[src/rtl/alpha_pkg.sv]
// Shared definitions for the iterative alpha divider.
//   state_e   : controller states (idle / busy / done)
//   DefDw     : default operand width
//   DefQw     : default number of fractional quotient bits
//   cnt_width : width of the step counter, clog2(qw + 1), at least 1
package alpha_pkg;

  typedef enum logic [1:0] {
    StIdle,
    StBusy,
    StDone
  } state_e;

  localparam int unsigned DefDw = 8;
  localparam int unsigned DefQw = 7;

  function automatic int unsigned cnt_width(int unsigned qw);
    return (qw + 1 > 1) ? $clog2(qw + 1) : 1;
  endfunction

endpackage

[src/rtl/alpha_div_step.sv]
// One restoring-division step, purely combinational.
//   rem_i      : current remainder (DW+1 bits, always < denom_i)
//   denom_i    : divisor
//   bit_o      : quotient bit produced by this step
//   rem_next_o : remainder after this step
module alpha_div_step #(
  parameter int unsigned DW = 8
) (
  input  logic [DW:0]   rem_i,
  input  logic [DW-1:0] denom_i,
  output logic          bit_o,
  output logic [DW:0]   rem_next_o
);

  logic [DW:0] t;
  logic [DW:0] denom_ext;

  // rem_i < denom_i < 2^DW, so the shift never loses a set bit.
  assign t          = rem_i << 1;
  assign denom_ext  = {1'b0, denom_i};
  assign bit_o      = (t >= denom_ext);
  assign rem_next_o = bit_o ? (t - denom_ext) : t;

endmodule

[src/rtl/alpha_div_iter.sv]
// Iterative fractional divider: alpha = floor(dark_diff * 2^QW / denom).
// One quotient bit per cycle; denom == 0 and dark_diff >= denom resolve
// in a single edge with alpha clamped to all-ones.
// Optional feature macro: ALPHA_DIV_ROUND_EN (one extra guard step, round
// half up, saturate instead of wrapping).
//   clk, rst_n            : clock, synchronous active-low reset
//   in_valid / in_ready   : operand handshake (ready only when idle)
//   dark_diff, denom      : unsigned operands
//   out_valid / out_ready : result handshake
//   alpha, sat, div_zero  : result fraction and status flags
module alpha_div_iter
  import alpha_pkg::*;
#(
  parameter int unsigned DW = DefDw,
  parameter int unsigned QW = DefQw
) (
  input  logic          clk,
  input  logic          rst_n,
  input  logic          in_valid,
  output logic          in_ready,
  input  logic [DW-1:0] dark_diff,
  input  logic [DW-1:0] denom,
  output logic          out_valid,
  input  logic          out_ready,
  output logic [QW-1:0] alpha,
  output logic          sat,
  output logic          div_zero
);

  localparam int unsigned CW = cnt_width(QW);
`ifdef ALPHA_DIV_ROUND_EN
  localparam int unsigned NSteps = QW + 1;
`else
  localparam int unsigned NSteps = QW;
`endif
  localparam logic [CW-1:0] LastStep = CW'(NSteps - 1);

  state_e        state_q, state_d;
  logic [DW:0]   rem_q, rem_d;
  logic [DW-1:0] denom_q, denom_d;
  logic [CW-1:0] cnt_q, cnt_d;
  logic [QW-1:0] alpha_q, alpha_d;
  logic          sat_q, sat_d;
  logic          dz_q, dz_d;

  logic          step_bit;
  logic [DW:0]   step_rem;

  alpha_div_step #(
    .DW (DW)
  ) u_step (
    .rem_i      (rem_q),
    .denom_i    (denom_q),
    .bit_o      (step_bit),
    .rem_next_o (step_rem)
  );

  always_comb begin
    state_d = state_q;
    rem_d   = rem_q;
    denom_d = denom_q;
    cnt_d   = cnt_q;
    alpha_d = alpha_q;
    sat_d   = sat_q;
    dz_d    = dz_q;
    unique case (state_q)
      StIdle: begin
        if (in_valid) begin
          denom_d = denom;
          cnt_d   = '0;
          rem_d   = '0;
          alpha_d = '0;
          sat_d   = 1'b0;
          dz_d    = 1'b0;
          if (denom == '0) begin
            state_d = StDone;
            alpha_d = '1;
            dz_d    = 1'b1;
          end else if (dark_diff >= denom) begin
            state_d = StDone;
            alpha_d = '1;
            sat_d   = 1'b1;
          end else begin
            state_d = StBusy;
            rem_d   = {1'b0, dark_diff};
          end
        end
      end
      StBusy: begin
        rem_d = step_rem;
        cnt_d = cnt_q + CW'(1);
`ifdef ALPHA_DIV_ROUND_EN
        if (cnt_q == LastStep) begin
          // Guard step: the bit is not shifted in, it rounds the result.
          state_d = StDone;
          cnt_d   = '0;
          if (step_bit) begin
            if (&alpha_q) sat_d = 1'b1;
            else          alpha_d = alpha_q + QW'(1);
          end
        end else begin
          alpha_d = QW'({alpha_q, step_bit});
        end
`else
        alpha_d = QW'({alpha_q, step_bit});
        if (cnt_q == LastStep) begin
          state_d = StDone;
          cnt_d   = '0;
        end
`endif
      end
      StDone: begin
        if (out_ready) state_d = StIdle;
      end
      default: state_d = StIdle;
    endcase
  end

  always_ff @(posedge clk) begin
    if (!rst_n) begin
      state_q <= StIdle;
      rem_q   <= '0;
      denom_q <= '0;
      cnt_q   <= '0;
      alpha_q <= '0;
      sat_q   <= 1'b0;
      dz_q    <= 1'b0;
    end else begin
      state_q <= state_d;
      rem_q   <= rem_d;
      denom_q <= denom_d;
      cnt_q   <= cnt_d;
      alpha_q <= alpha_d;
      sat_q   <= sat_d;
      dz_q    <= dz_d;
    end
  end

  assign in_ready  = (state_q == StIdle);
  assign out_valid = (state_q == StDone);
  assign alpha     = alpha_q;
  assign sat       = sat_q;
  assign div_zero  = dz_q;

endmodule
[config.mk]
export PLATFORM = sky130hd
export DESIGN_NAME = alpha_div_iter
export DESIGN_NICKNAME = d
export VERILOG_FILES = /design/src/rtl/alpha_pkg.sv /design/src/rtl/alpha_div_step.sv /design/src/rtl/alpha_div_iter.sv
export SDC_FILE = /design/constraint.sdc
export NUM_CORES = 1
export LEC_CHECK = 0
export ABC_AREA = 0
export BUFFER_PORTS_ARGS = -buffer_cell sky130_fd_sc_hd__buf_4
export CORE_MARGIN = 8
export CORE_UTILIZATION = 26
export DETAILED_ROUTE_END_ITERATION = 12
export GPL_TIMING_DRIVEN = 0
export PLACE_DENSITY_LB_ADDON = 0.25
export SYNTH_ARGS = -nofsm -noshare
export SYNTH_HDL_FRONTEND = slang
export SYNTH_SLANG_ARGS = --single-unit
[constraint.sdc]
create_clock -name clk -period 2.6 [get_ports clk]
set_input_delay 0.13 -clock clk [delete_from_list [all_inputs] [get_ports clk]]
set_output_delay 0.13 -clock clk [all_outputs]
set_load 0.02 [all_outputs]
==> impl_metrics.env <==
export IMPL_clockBufferDepth=2
export IMPL_syn_avg_cell_area_sq_um=7.967
export IMPL_synth_nets=274
export IMPL_max_cap_viol_count=0
export IMPL_dominantRegCellSynth="dfxtp_1"
export IMPL_nets=311
export IMPL_final_max_slew_viol_count=0
export IMPL_ys_warnings_count=0
export IMPL_synth_largest_area_cell="dfxtp_1"
export IMPL_core_area_sq_um=7137
export IMPL_grtUsageMet1_pct=12.94
export IMPL_crit_slowest_cell="nor2_2"
export IMPL_fill_cells=800
export IMPL_cts_resized=0
export IMPL_powerDensity_nw_per_um2=691.2
export IMPL_cts_tree="yes"
export IMPL_dp_hpwl_microns=4024
export IMPL_wirelength_microns=5163
export IMPL_tightestPinTransition_ns=0.6860
export IMPL_layout_setup_ws_ns=0.2072
export IMPL_crit_start="denom_q[6]$_SDFFE_PN0P_"
export IMPL_grt_total_usage_pct=10.54
export IMPL_cp_required_ns=2.78
export IMPL_vias_per_cell=4.660
export IMPL_leakagePower_uw=0.001009
export IMPL_post_cts_buffers=0
export IMPL_fin_crit_ns=2.393
export IMPL_ff2ff_setup_slack_ns=0.21
export IMPL_rsz0062_at_grt="false"
export IMPL_grt_pass1_wl_microns=8487
export IMPL_slew_headroom_pct=54.10
export IMPL_synth_async_sr_flop_share_pct=0
export IMPL_initial_core_util_pct=26.46
export IMPL_die_h_microns=101.2
export IMPL_path_cells="inv_1 -> ha_1 -> a21oi_1 -> o221ai_1 -> nor2_2 -> mux2_1 -> a221oi_1 -> nor2_1"
export IMPL_netlist_instances=237
export IMPL_peakVddDrop_v=0.0002069
export IMPL_r2r_cells=8
export IMPL_hold_viol=0
export IMPL_stdcell_area_sq_um=2346
export IMPL_synth_edf_count=0
export IMPL_timing_rr_end="rem_q[2]$_SDFFE_PN0P_"
export IMPL_r2r_start="denom_q[6]$_SDFFE_PN0P_"
export IMPL_top_usage_layer="met2"
export IMPL_worstSetupPathType="flip-flop to flip-flop"
export IMPL_post_place_ws_ns=0.2395
export IMPL_max_freq_mhz=417.9
export IMPL_cts_sinks=30
export IMPL_htreeDepth=2
export IMPL_firstDrtPassIters=4
export IMPL_cts_root_buf="clkbuf_8"
export IMPL_antenna_cells=0
export IMPL_dieArea_sq_um=10240
export IMPL_path_max_fanout=10
export IMPL_critPathArrivalTime_ns=2.57
export IMPL_place_gp_congestion=0.7970
export IMPL_drcViolationCount=0
export IMPL_grt_met3_usage_pct=2.543
export IMPL_ant_nets=0
export IMPL_hold_path_class="primary input to flip-flop"
export IMPL_numCtsBuffers=5
export IMPL_synth_top_area_share_pct=31.81
export IMPL_synth_cell_type_count=47
export IMPL_io_pin_count=31
export IMPL_synth_most_common_cell="dfxtp_1"
export IMPL_status="completed"
export IMPL_antenna_found_initial=0
export IMPL_startpoint_type="flip-flop"
export IMPL_multiInputGateArea_sq_um=1170
export IMPL_slowest_delay_ns=0.40
export IMPL_grt_max_degree=11
export IMPL_place_port_buffers=30
export IMPL_setup_viol=0
export IMPL_dieWidth_microns=101.2
export IMPL_yosysSeqAreaShare_pct=31.81
export IMPL_setup_tns_ns=0
export IMPL_grt_overflow_total=0
export IMPL_synth_cell_area_sq_um=1888
export IMPL_globalRouteMet2Util_pct=17.16
export IMPL_finClkSkew_ns=0.005290
export IMPL_dpl_cell_area_sq_um=2237
export IMPL_seq_area_sq_um=600.6
export IMPL_endpoint_kind="flip-flop"
export IMPL_holdBufCountCts=0
export IMPL_rows=31
export IMPL_power_uw=1622
export IMPL_clk_latency_ns=0.29
export IMPL_synthTopCellsByArea="dfxtp_1, ha_1, nand2_1"
export IMPL_wl_per_cell_microns=13.80
export IMPL_grt_pass1_vias=1723
export IMPL_vias=1743
export IMPL_finalCritPeriodShare_pct=92.03
export IMPL_dr_first_iter_drc_count=92
export IMPL_crit_end="rem_q[2]$_SDFFE_PN0P_"
export IMPL_synthTopCellsByCount="dfxtp_1, nand2_1, nor2_1"
export IMPL_drive_gt1_share_pct=18.55
export IMPL_area_growth_pct=24.25
export IMPL_synth_seq_cells=30
export IMPL_path_clk_slew_ns=0.07
==> report_power, final <==
group | internal [uW] | leakage, uW | switching (uW)
registers | 514 | 0.000247 | 39.0
logic | 253 | 0.000704 | 341
clock network | 282 | 0.0000579 | 193
==> registers in the layout (all words and copies together) (netlist names) <==
signal    count
cnt_q         3
state_q       2
sat           1
alpha         7
rem_q         8
denom_q       8
div_zero      1
==> placed cells by master, fill, tap and decap left out, drive strengths merged, types with 3 or more instances in the layout <==
cell type / count
buf: 32
dfxtp: 30
nand2: 27
nor2: 25
inv: 19
o21ai: 17
ha: 16
clkbuf: 14
a21oi: 12
a21boi: 12
nand3: 7
o22ai: 6
nand2b: 5
nor3: 5
a221oi: 5
a21o: 4
nor2b: 3
mux2: 3
o211ai: 3
==> how the worst min path moves through the flow <==
stage                 startpoint                 endpoint  slack (ns)  cells after the start
finish                  denom[3]  denom_q[3]$_SDFFE_PN0P_        0.12                      3
global route        dark_diff[2]    rem_q[2]$_SDFFE_PN0P_        0.12                      3
CTS                     denom[1]  denom_q[1]$_SDFFE_PN0P_        0.11                      3
detailed placement      denom[1]  denom_q[1]$_SDFFE_PN0P_        0.42                      3
global placement        denom[1]  denom_q[1]$_SDFFE_PN0P_        0.41                      3
floorplan                  rst_n    cnt_q[2]$_SDFFE_PN0P_        0.27                      2
==> final cells by class <==
class                   count  area share (%)
flip-flops and latches     30           25.60
well taps                  99           5.280
inverters                  19           3.040
clock inverters             3           1.707
plain buffers              11           1.973
clock buffers               5           2.933
repair buffers             30           9.600
multi-input cells         177           49.87
==> critical path: cells and delay by family (launching register included) <==
family                     cells  cell delay [ns]
adders and majority gates      1             0.32
muxes                          1             0.38
buffers and inverters          1             0.05
and+or+nand+nor                2             0.48
AOI/OAI and AO/OA              3             0.73
DFF                            1             0.33
==> metal layers <==
metal	vias up	routed length, microns
met5	-	0
met4	0	86
met3	5	230
met2	32	2416
met1	797	2430
li1	909	-
==> cell families (layout without fill, tap and decap cells) <==
group	Yosys count	count (layout)	share of synthesized area, %
adder cells (fa/ha/maj)	17	17	11.66
multiplexers	3	3	1.789
XOR/XNOR	3	3	1.392
AND/OR/NAND/NOR	85	85	22.00
AO/OA/AOI/OAI	69	69	25.12
flip-flops	30	30	31.81
buffers and inverters	30	68	6.230
==> stage by stage <==
stage	hold WS, ns	cells	util, %
finish	0.1177	374	32.87
global route	0.1225	374	32.87
CTS	0.1149	374	32.87
detailed placement	0.4175	366	31.35
global placement	0.4126	366	31.35
floorplan	0.2746	237	-
No activity file was read; power rests on OpenSTA's default activity.
